**config.mk**
```make
export PLATFORM = sky130hd
export DESIGN_NAME = calib_pattern_gen
export DESIGN_NICKNAME = d
export VERILOG_FILES = /design/src/rtl/calib_pattern_gen.sv
export SDC_FILE = /design/constraint.sdc
export NUM_CORES = 1
export LEC_CHECK = 0
export CAP_MARGIN = 10
export CORE_UTILIZATION = 30
export CTS_BUF_LIST = sky130_fd_sc_hd__clkbuf_16
export CTS_CLUSTER_SIZE = 14
export DETAILED_ROUTE_END_ITERATION = 6
export DONT_BUFFER_PORTS = 1
export PLACE_DENSITY = 0.54
export SLEW_MARGIN = 5
export SYNTH_ARGS = -nofsm -noshare
export SYNTH_HDL_FRONTEND = slang
export SYNTH_SLANG_ARGS = --single-unit
```
**constraint.sdc**
```tcl
create_clock -name clk_in -period 1.7 [get_ports clk_in]
set_clock_uncertainty 0.05 [all_clocks]
set_input_delay 0.34 -clock clk_in [delete_from_list [all_inputs] [get_ports clk_in]]
set_output_delay 0.34 -clock clk_in [all_outputs]
set_load 0.05 [all_outputs]
```
**src/rtl/calib_pattern_gen.sv**
```systemverilog
// calib_pattern_gen: streams one calibration frame to the WS281x driver.
// LEDs whose address has the selected bit set are lit ON_COLOR, all others OFF_COLOR.
// After the driver latches the frame and the settle delay expires, display_valid_out is held high.
module calib_pattern_gen #(
    parameter int          NUM_LEDS               = 50,
    parameter int          LED_ADDRESS_WIDTH      = $clog2(NUM_LEDS),
    parameter int          LED_ADDR_BIT_SEL_WIDTH = $clog2(LED_ADDRESS_WIDTH),
    parameter logic [23:0] ON_COLOR               = 24'hFFFFFF,
    parameter logic [23:0] OFF_COLOR              = 24'h000000,
    parameter int          SETTLE_CYCLES          = 1000
) (
    input  logic                              clk_in,
    input  logic                              rst_in,
    input  logic [LED_ADDR_BIT_SEL_WIDTH-1:0] bit_sel_in,
    input  logic                              start_in,
    input  logic                              pixel_ready_in,
    input  logic                              frame_done_in,
    output logic                              pixel_valid_out,
    output logic [LED_ADDRESS_WIDTH-1:0]      pixel_index_out,
    output logic [23:0]                       pixel_color_out,
    output logic                              display_valid_out,
    output logic                              busy_out
);

    localparam int AW    = LED_ADDRESS_WIDTH;
    localparam int SW    = LED_ADDR_BIT_SEL_WIDTH;
    // A zero-cycle settle still needs a 1-bit counter to keep the declaration legal.
    localparam int CNT_W = (SETTLE_CYCLES > 0) ? $clog2(SETTLE_CYCLES + 1) : 1;

    typedef enum logic [2:0] {
        IDLE,
        SEND,
        WAIT_FRAME,
        SETTLE,
        VALID
    } state_t;

    state_t             state_q, state_d;
    logic [SW-1:0]      bit_sel_q, bit_sel_d;
    logic [AW-1:0]      index_q, index_d;
    logic [23:0]        color_q, color_d;
    logic               pixel_valid_q, pixel_valid_d;
    logic               display_valid_q, display_valid_d;
    logic               busy_q, busy_d;
    logic [CNT_W-1:0]   settle_cnt_q, settle_cnt_d;
    logic               last_pixel;

    // Colour of an LED; a select beyond the address width never matches a set bit.
    function automatic logic [23:0] color_for(input logic [AW-1:0] idx, input logic [SW-1:0] sel);
        logic [AW-1:0] shifted;
        if (32'(sel) >= 32'(AW)) begin
            return OFF_COLOR;
        end
        shifted = idx >> sel;
        return shifted[0] ? ON_COLOR : OFF_COLOR;
    endfunction

    // Compare one bit wider so a power-of-two NUM_LEDS still fits.
    assign last_pixel = ({1'b0, index_q} == (AW+1)'(NUM_LEDS - 1));

    // Next-state and next-output computation for the frame FSM.
    always_comb begin
        state_d         = state_q;
        bit_sel_d       = bit_sel_q;
        index_d         = index_q;
        color_d         = color_q;
        pixel_valid_d   = pixel_valid_q;
        display_valid_d = display_valid_q;
        busy_d          = busy_q;
        settle_cnt_d    = settle_cnt_q;

        unique case (state_q)
            IDLE, VALID: begin
                if (start_in) begin
                    state_d         = SEND;
                    bit_sel_d       = bit_sel_in;
                    index_d         = '0;
                    color_d         = color_for('0, bit_sel_in);
                    pixel_valid_d   = 1'b1;
                    display_valid_d = 1'b0;
                    busy_d          = 1'b1;
                end
            end
            SEND: begin
                if (pixel_valid_q && pixel_ready_in) begin
                    if (last_pixel) begin
                        state_d       = WAIT_FRAME;
                        pixel_valid_d = 1'b0;
                    end else begin
                        index_d = index_q + 1'b1;
                        color_d = color_for(index_q + 1'b1, bit_sel_q);
                    end
                end
            end
            WAIT_FRAME: begin
                if (frame_done_in) begin
                    if (SETTLE_CYCLES == 0) begin
                        state_d         = VALID;
                        display_valid_d = 1'b1;
                        busy_d          = 1'b0;
                    end else begin
                        state_d      = SETTLE;
                        settle_cnt_d = CNT_W'(SETTLE_CYCLES);
                    end
                end
            end
            SETTLE: begin
                if (settle_cnt_q == CNT_W'(1)) begin
                    state_d         = VALID;
                    settle_cnt_d    = '0;
                    display_valid_d = 1'b1;
                    busy_d          = 1'b0;
                end else begin
                    settle_cnt_d = settle_cnt_q - 1'b1;
                end
            end
            default: state_d = IDLE;
        endcase
    end

    // State and registered outputs with synchronous reset.
    always_ff @(posedge clk_in) begin
        if (rst_in) begin
            state_q         <= IDLE;
            bit_sel_q       <= '0;
            index_q         <= '0;
            color_q         <= OFF_COLOR;
            pixel_valid_q   <= 1'b0;
            display_valid_q <= 1'b0;
            busy_q          <= 1'b0;
            settle_cnt_q    <= '0;
        end else begin
            state_q         <= state_d;
            bit_sel_q       <= bit_sel_d;
            index_q         <= index_d;
            color_q         <= color_d;
            pixel_valid_q   <= pixel_valid_d;
            display_valid_q <= display_valid_d;
            busy_q          <= busy_d;
            settle_cnt_q    <= settle_cnt_d;
        end
    end

    assign pixel_valid_out   = pixel_valid_q;
    assign pixel_index_out   = index_q;
    assign pixel_color_out   = color_q;
    assign display_valid_out = display_valid_q;
    assign busy_out          = busy_q;

endmodule

```
==> impl_metrics.env, run 1 <==
export IMPL_cpPeakStageDelay_ns=0.37
export IMPL_worst_pin_slew_ns=0.5370
export IMPL_io_buffers=0
export IMPL_drc=0
export IMPL_cts_tree="built"
export IMPL_core_area_sq_um=5140
export IMPL_leakage_nw=0.7099
export IMPL_die_w_um=75.49
export IMPL_yosys_most_used_dff="dfxtp_1"
export IMPL_cts_hold_buffers=0
export IMPL_path_cells="ha_2 -> nor2b_1 -> o31a_1 -> a211o_1 -> a32o_1"
export IMPL_slew_headroom_pct=63.82
export IMPL_critPathCaptureType="flip-flop"
export IMPL_htree_levels=1
export IMPL_drv_slew=0
export IMPL_viasPerCell=5.008
export IMPL_cts_buffer_depth=2
export IMPL_hold_viol_final=0
export IMPL_place_congestion=0.7985
export IMPL_layout_commonest_cell="a21oi_1"
export IMPL_avgRoutedWirePerCell_um=13.64
export IMPL_grt_pass1_vias=1354
export IMPL_grt_max_degree=26
export IMPL_worstHoldPathType="in -> reg"
export IMPL_nets=209
export IMPL_synthesis_nets=212
export IMPL_rows=26
export IMPL_ys_warn_count=0
export IMPL_synth_seq_cells=26
export IMPL_area_growth_pct=17.14
export IMPL_dieArea_sq_um=5699
export IMPL_drt_iter0_markers=44
export IMPL_num_vias=1332
export IMPL_syn_instance_count=200
export IMPL_die_y_um=75.49
export IMPL_clkSinkCount=26
export IMPL_ant_nets=0
export IMPL_ys_types=50
export IMPL_synth_seq_area_share_pct=32.12
export IMPL_num_antenna_cells=0
export IMPL_worstPathMaxFanout=6
export IMPL_clk_latency_ns=0.26
export IMPL_post_route_period_util_pct=97.41
export IMPL_grt_usage_pct=14.03
export IMPL_cp_slowest_cell="dfxtp_4"
export IMPL_fillers=547
export IMPL_async_flop_share_pct=0
export IMPL_avgSynthCellArea_sq_um=8.102
export IMPL_crit_type="reg -> reg"
export IMPL_first_pass_iters=4
export IMPL_status="completed"
export IMPL_netlist_area_sq_um=1620
export IMPL_grt_pass1_wl_mm=6.154
export IMPL_pin_count=41
export IMPL_drive_above_1_share_pct=27.04
export IMPL_startpoint_type="flip-flop"
export IMPL_cp_required_ns=1.80
export IMPL_path_clk_slew_ns=0.07
export IMPL_wl_mm=3.628
export IMPL_timing_hold_ws_ns=0.08347
export IMPL_arrival_ns=1.76
export IMPL_fmaxAchievable_mhz=603.9
export IMPL_synth_edf_count=0
export IMPL_p_per_area_nw_per_um2=773.6
export IMPL_start_util_pct=31.52
export IMPL_cts_buffers=3
export IMPL_gr_total_overflow=0
export IMPL_dp_hpwl_mm=2.644
export IMPL_root_buffer="clkbuf_16"
export IMPL_final_cell_mix="a21oi_1 (22), buf_4 (19), nor2_1 (18)"
export IMPL_antenna_found_initial=0
export IMPL_cap_violations=0
export IMPL_setup_viol=0
export IMPL_post_route_min_period_ns=1.656
export IMPL_tns_ns=0
export IMPL_vdd_drop_max_mv=0.5058
## repair_timing
action,CTS,global route
endpoints found under the hold margin,0,0
setup endpoints to repair,0,8
gates resized for setup,0,12
setup buffers,0,1
## final cells by class
cell class,count,area [sq um],share of cell area (%)
clock buffer,3,75.07,3.955
clock inverter,1,30.03,1.582
inverter,6,22.52,1.187
multi-input combinational,138,930.9,49.04
sequential,26,541.8,28.54
tap,70,87.58,4.614
timing repair buffer,22,210.2,11.07
## critical path: cells and delay by family (launching register included)
family / cells / cell delay, ns
adders and majority gates: 1 / 0.20
DFF: 1 / 0.37
and+or+nand+nor: 1 / 0.14
AOI/OAI and AO/OA: 3 / 0.79
## layer usage
layer | routed length [um] | track usage [%]
met1 | 1583 | 16.36
met5 | 0 | 0
met4 | 11 | 1.852
met2 | 1915 | 26.49
met3 | 118 | 3.439
## where the power goes
part | switching, mW | leakage (nW) | internal, mW | total [mW]
clock | 0.220 | 0.0511 | 0.469 | 0.688
combinational | 0.0988 | 0.442 | 0.0455 | 0.144
sequential | 0.0202 | 0.216 | 0.616 | 0.636
total | 0.339 | 0.710 | 1.13 | 1.47
## path summary, 6_finish.rpt
kind	startpoint	endpoint	slack [ns]	depth (start not counted)
hold reg to reg	bit_sel_q[2]$_SDFFE_PP0P_	bit_sel_q[2]$_SDFFE_PP0P_	0.44	2
setup / recovery	pixel_index_out[0]$_SDFFE_PP0P_	pixel_color_out[22]$_SDFFE_PP0P_	0.04	5
hold / removal	rst_in	pixel_index_out[2]$_SDFFE_PP0P_	0.08	1
setup reg to reg	pixel_index_out[0]$_SDFFE_PP0P_	pixel_color_out[22]$_SDFFE_PP0P_	0.04	5
## cells in the mapped netlist (2+ instances only)
cell type  count  area (sq um)
clkbuf_1       3         11.26
nand4_1        2         12.51
dfxtp_1       26         520.5
nor3b_1        2         15.01
nand2_1       14         52.55
buf_2          3         15.01
nor3_1        13         65.06
a21oi_1       22         110.1
and2_1         4         25.02
buf_4         23         172.7
xnor2_1        2         17.52
nand2b_1       2         12.51
a211oi_1       3         22.52
mux2i_1        2         20.02
nor2_1        20         75.07
o21ai_0        6         30.03
nor2b_1        4         25.02
inv_1          6         22.52
ha_1           4         50.05
a221o_1        2         20.02
nand3_1        8         40.04
## registers in the layout, summed over array words and instances (netlist names)
signal and count:
pixel_index_out 6, bit_sel_q 3, state_q 3, display_valid_out 1, pixel_color_out 1, busy_out 1, pixel_valid_out 1, settle_cnt_q 10
## cells by family after synthesis
group                    count (synthesis)  share of synthesized area [%]
XOR/XNOR                                 2                          1.081
multiplexers                             2                          1.236
AND/OR/NAND/NOR                         80                          27.41
flip-flops                              26                          32.12
buffers and inverters                   36                          14.36
AO/OA/AOI/OAI                           50                          20.70
adder cells (fa/ha/maj)                  4                          3.089
## per-stage QoR
step	total power, mW	area [sq um]	setup WS [ns]	std cells	utilization, %
after CTS	1.481	1833	0.02624	265	35.66
after floorplan	0.7802	1645	0.01190	200	-
after detailed placement	0.7885	1728	0.04632	261	33.62
after global placement	0.7871	1728	0.05209	261	33.62
after global routing	1.517	1898	-0.01613	266	36.93
final	1.468	1898	0.04404	266	36.93
Note: power is estimated with default switching activity, not from simulation.
==> run 2: changes to the inputs <==
SLEW_MARGIN = default   (was 5)
==> results of run 2 <==
No change in the layout: final DEF, timing and power equal those of run 1.
==> run 3: changes to the inputs <==
CTS_BUF_LIST = default   (was sky130_fd_sc_hd__clkbuf_16)
==> run 3 against run 2 <==
Net effect:
- sequential cell count stayed put
- sequential power about the same
- via count is 0.23% lower
- maximum frequency is 0.10% lower
==> impl_metrics.env, run 3 (synthesized netlist as in run 1, its figures left out) <==
export IMPL_grt_pass1_vias=1331
export IMPL_critPathCaptureType="flip-flop"
export IMPL_drive_above_1_share_pct=27.04
export IMPL_clkSinkCount=26
export IMPL_grt_max_degree=26
export IMPL_layout_commonest_cell="a21oi_1"
export IMPL_hold_viol_final=0
export IMPL_slew_headroom_pct=63.88
export IMPL_crit_type="reg -> reg"
export IMPL_r2r_cells=5
export IMPL_stdcell_area_sq_um=1864
export IMPL_die_y_um=75.49
export IMPL_grt_usage_pct=13.95
export IMPL_io_buffers=0
export IMPL_r2r_end="pixel_color_out[22]$_SDFFE_PP0P_"
export IMPL_pre_cts_ws_ns=0.04632
export IMPL_worstHoldPathType="in -> reg"
export IMPL_htree_levels=1
export IMPL_cts_hold_buffers=0
export IMPL_cp_slowest_cell="dfxtp_4"
export IMPL_place_congestion=0.7985
export IMPL_leakage_nw=0.6945
export IMPL_multi_input_area_sq_um=930.9
export IMPL_viasPerCell=4.996
export IMPL_final_cell_mix="a21oi_1 (22), buf_4 (19), nor2_1 (18)"
export IMPL_cap_violations=0
export IMPL_path_cells="ha_2 -> nor2b_1 -> o31a_1 -> a211o_1 -> a32o_1"
export IMPL_dp_hpwl_mm=2.644
export IMPL_fin_ws_ns=0.04230
export IMPL_cts_buffers=3
export IMPL_die_w_um=75.49
export IMPL_post_route_min_period_ns=1.658
export IMPL_top_register="settle_cnt_q"
export IMPL_clk_latency_ns=0.27
export IMPL_cpPeakStageDelay_ns=0.38
export IMPL_hp_start="rst_in"
export IMPL_reg2reg_from="pixel_index_out[0]$_SDFFE_PP0P_"
export IMPL_num_vias=1329
export IMPL_drv_slew=0
export IMPL_path_clk_slew_ns=0.09
export IMPL_drt_iter0_markers=65
export IMPL_cts_buffer_depth=2
export IMPL_min_to="pixel_index_out[2]$_SDFFE_PP0P_"
export IMPL_setup_viol=0
export IMPL_nets=209
export IMPL_placed_cell_area_sq_um=1728
export IMPL_wl_mm=3.586
export IMPL_gr_total_overflow=0
export IMPL_pin_count=41
export IMPL_num_antenna_cells=0
export IMPL_fillers=551
export IMPL_startpoint_type="flip-flop"
export IMPL_status="completed"
export IMPL_core_area_sq_um=5140
export IMPL_cp_required_ns=1.82
export IMPL_root_buffer="clkbuf_8"
export IMPL_r2r_slack_ns=0.04
export IMPL_first_pass_iters=4
export IMPL_arrival_ns=1.78
export IMPL_start_util_pct=31.52
export IMPL_p_per_area_nw_per_um2=696.7
export IMPL_dieArea_sq_um=5699
export IMPL_ant_nets=0
export IMPL_post_route_period_util_pct=97.51
export IMPL_drc=0
export IMPL_grt_pass1_wl_mm=6.127
export IMPL_antenna_found_initial=0
export IMPL_rows=26
export IMPL_worst_pin_slew_ns=0.5361
export IMPL_seqCellArea_sq_um=541.8
export IMPL_largest_register_ffs=10
export IMPL_area_growth_pct=15.06
export IMPL_fmaxAchievable_mhz=603.2
export IMPL_holdPathStages=1
export IMPL_worstPathMaxFanout=6
export IMPL_cts_tree="built"
export IMPL_avgRoutedWirePerCell_um=13.48
export IMPL_vdd_drop_max_mv=0.3958
run 3: cell count changes in the layout (fill, tap and decap cells not counted):
cell	before	now
clkbuf_16	3	0
clkbuf_8	0	3
run 3: repair_timing:
item,in CTS,in global routing
buffers inserted,0,1
setup endpoints to repair,0,8
gates resized for setup,0,12
run 3: final cells by class:
type,count,share of cell area (%)
Clock inverter,1,1.611
Sequential cell,26,29.06
Multi-Input combinational cell,138,49.93
Tap cell,70,4.698
Timing Repair Buffer,22,11.28
Inverter,6,1.208
Clock buffer,3,2.215
run 3: how the worst max path moves through the flow:
| stage | start | cells past startpoint | to | slack (ns) |
|---|---|---|---|---|
| global route | settle_cnt_q[0]$_SDFFE_PP0P_ | 8 | settle_cnt_q[6]$_SDFFE_PP0P_ | -0.02 |
| finish | pixel_index_out[0]$_SDFFE_PP0P_ | 5 | pixel_color_out[22]$_SDFFE_PP0P_ | 0.04 |
| global placement | pixel_index_out[0]$_SDFFE_PP0P_ | 5 | pixel_color_out[22]$_SDFFE_PP0P_ | 0.05 |
| floorplan | pixel_index_out[0]$_SDFFE_PP0P_ | 5 | pixel_color_out[22]$_SDFFE_PP0P_ | 0.01 |
| detailed placement | pixel_index_out[0]$_SDFFE_PP0P_ | 5 | pixel_color_out[22]$_SDFFE_PP0P_ | 0.05 |
| CTS | pixel_index_out[0]$_SDFFE_PP0P_ | 5 | pixel_color_out[22]$_SDFFE_PP0P_ | 0.02 |
run 3: power by group:
| part | total, mW | switching [mW] | internal [mW] |
|---|---|---|---|
| Combinational | 0.144 | 0.0988 | 0.0456 |
| Clock | 0.519 | 0.204 | 0.315 |
| Sequential | 0.635 | 0.0203 | 0.615 |
| Total | 1.30 | 0.323 | 0.976 |
run 3: per-stage QoR:
| step | std cells | hold slack, ns | util (%) | TNS [ns] | power, mW |
|---|---|---|---|---|---|
| after CTS | 265 | 0.05275 | 35.00 | 0 | 1.311 |
| final | 266 | 0.06430 | 36.27 | 0 | 1.299 |
| after floorplan | 200 | 0.3856 | - | 0 | 0.7802 |
| after global routing | 266 | 0.04941 | 36.27 | -0.03040 | 1.354 |
| after global placement | 261 | 0.3561 | 33.62 | 0 | 0.7871 |
| after detailed placement | 261 | 0.3549 | 33.62 | 0 | 0.7885 |
run 3: critical path: cells and delay by family (launching register included):
family / cells / cell delay [ns]
AND/OR/NAND/NOR: 1 / 0.14
flip-flops: 1 / 0.38
adder cells (fa/ha/maj): 1 / 0.20
AO/OA/AOI/OAI: 3 / 0.79
run 3: routing by layer:
layer	track usage, %	vias to the layer above	share of wire [%]
li1	-	684	-
met1	16.76	618	45
met2	25.69	25	51
met3	3.439	2	3.6
met4	1.852	0	0.31
met5	0	-	0
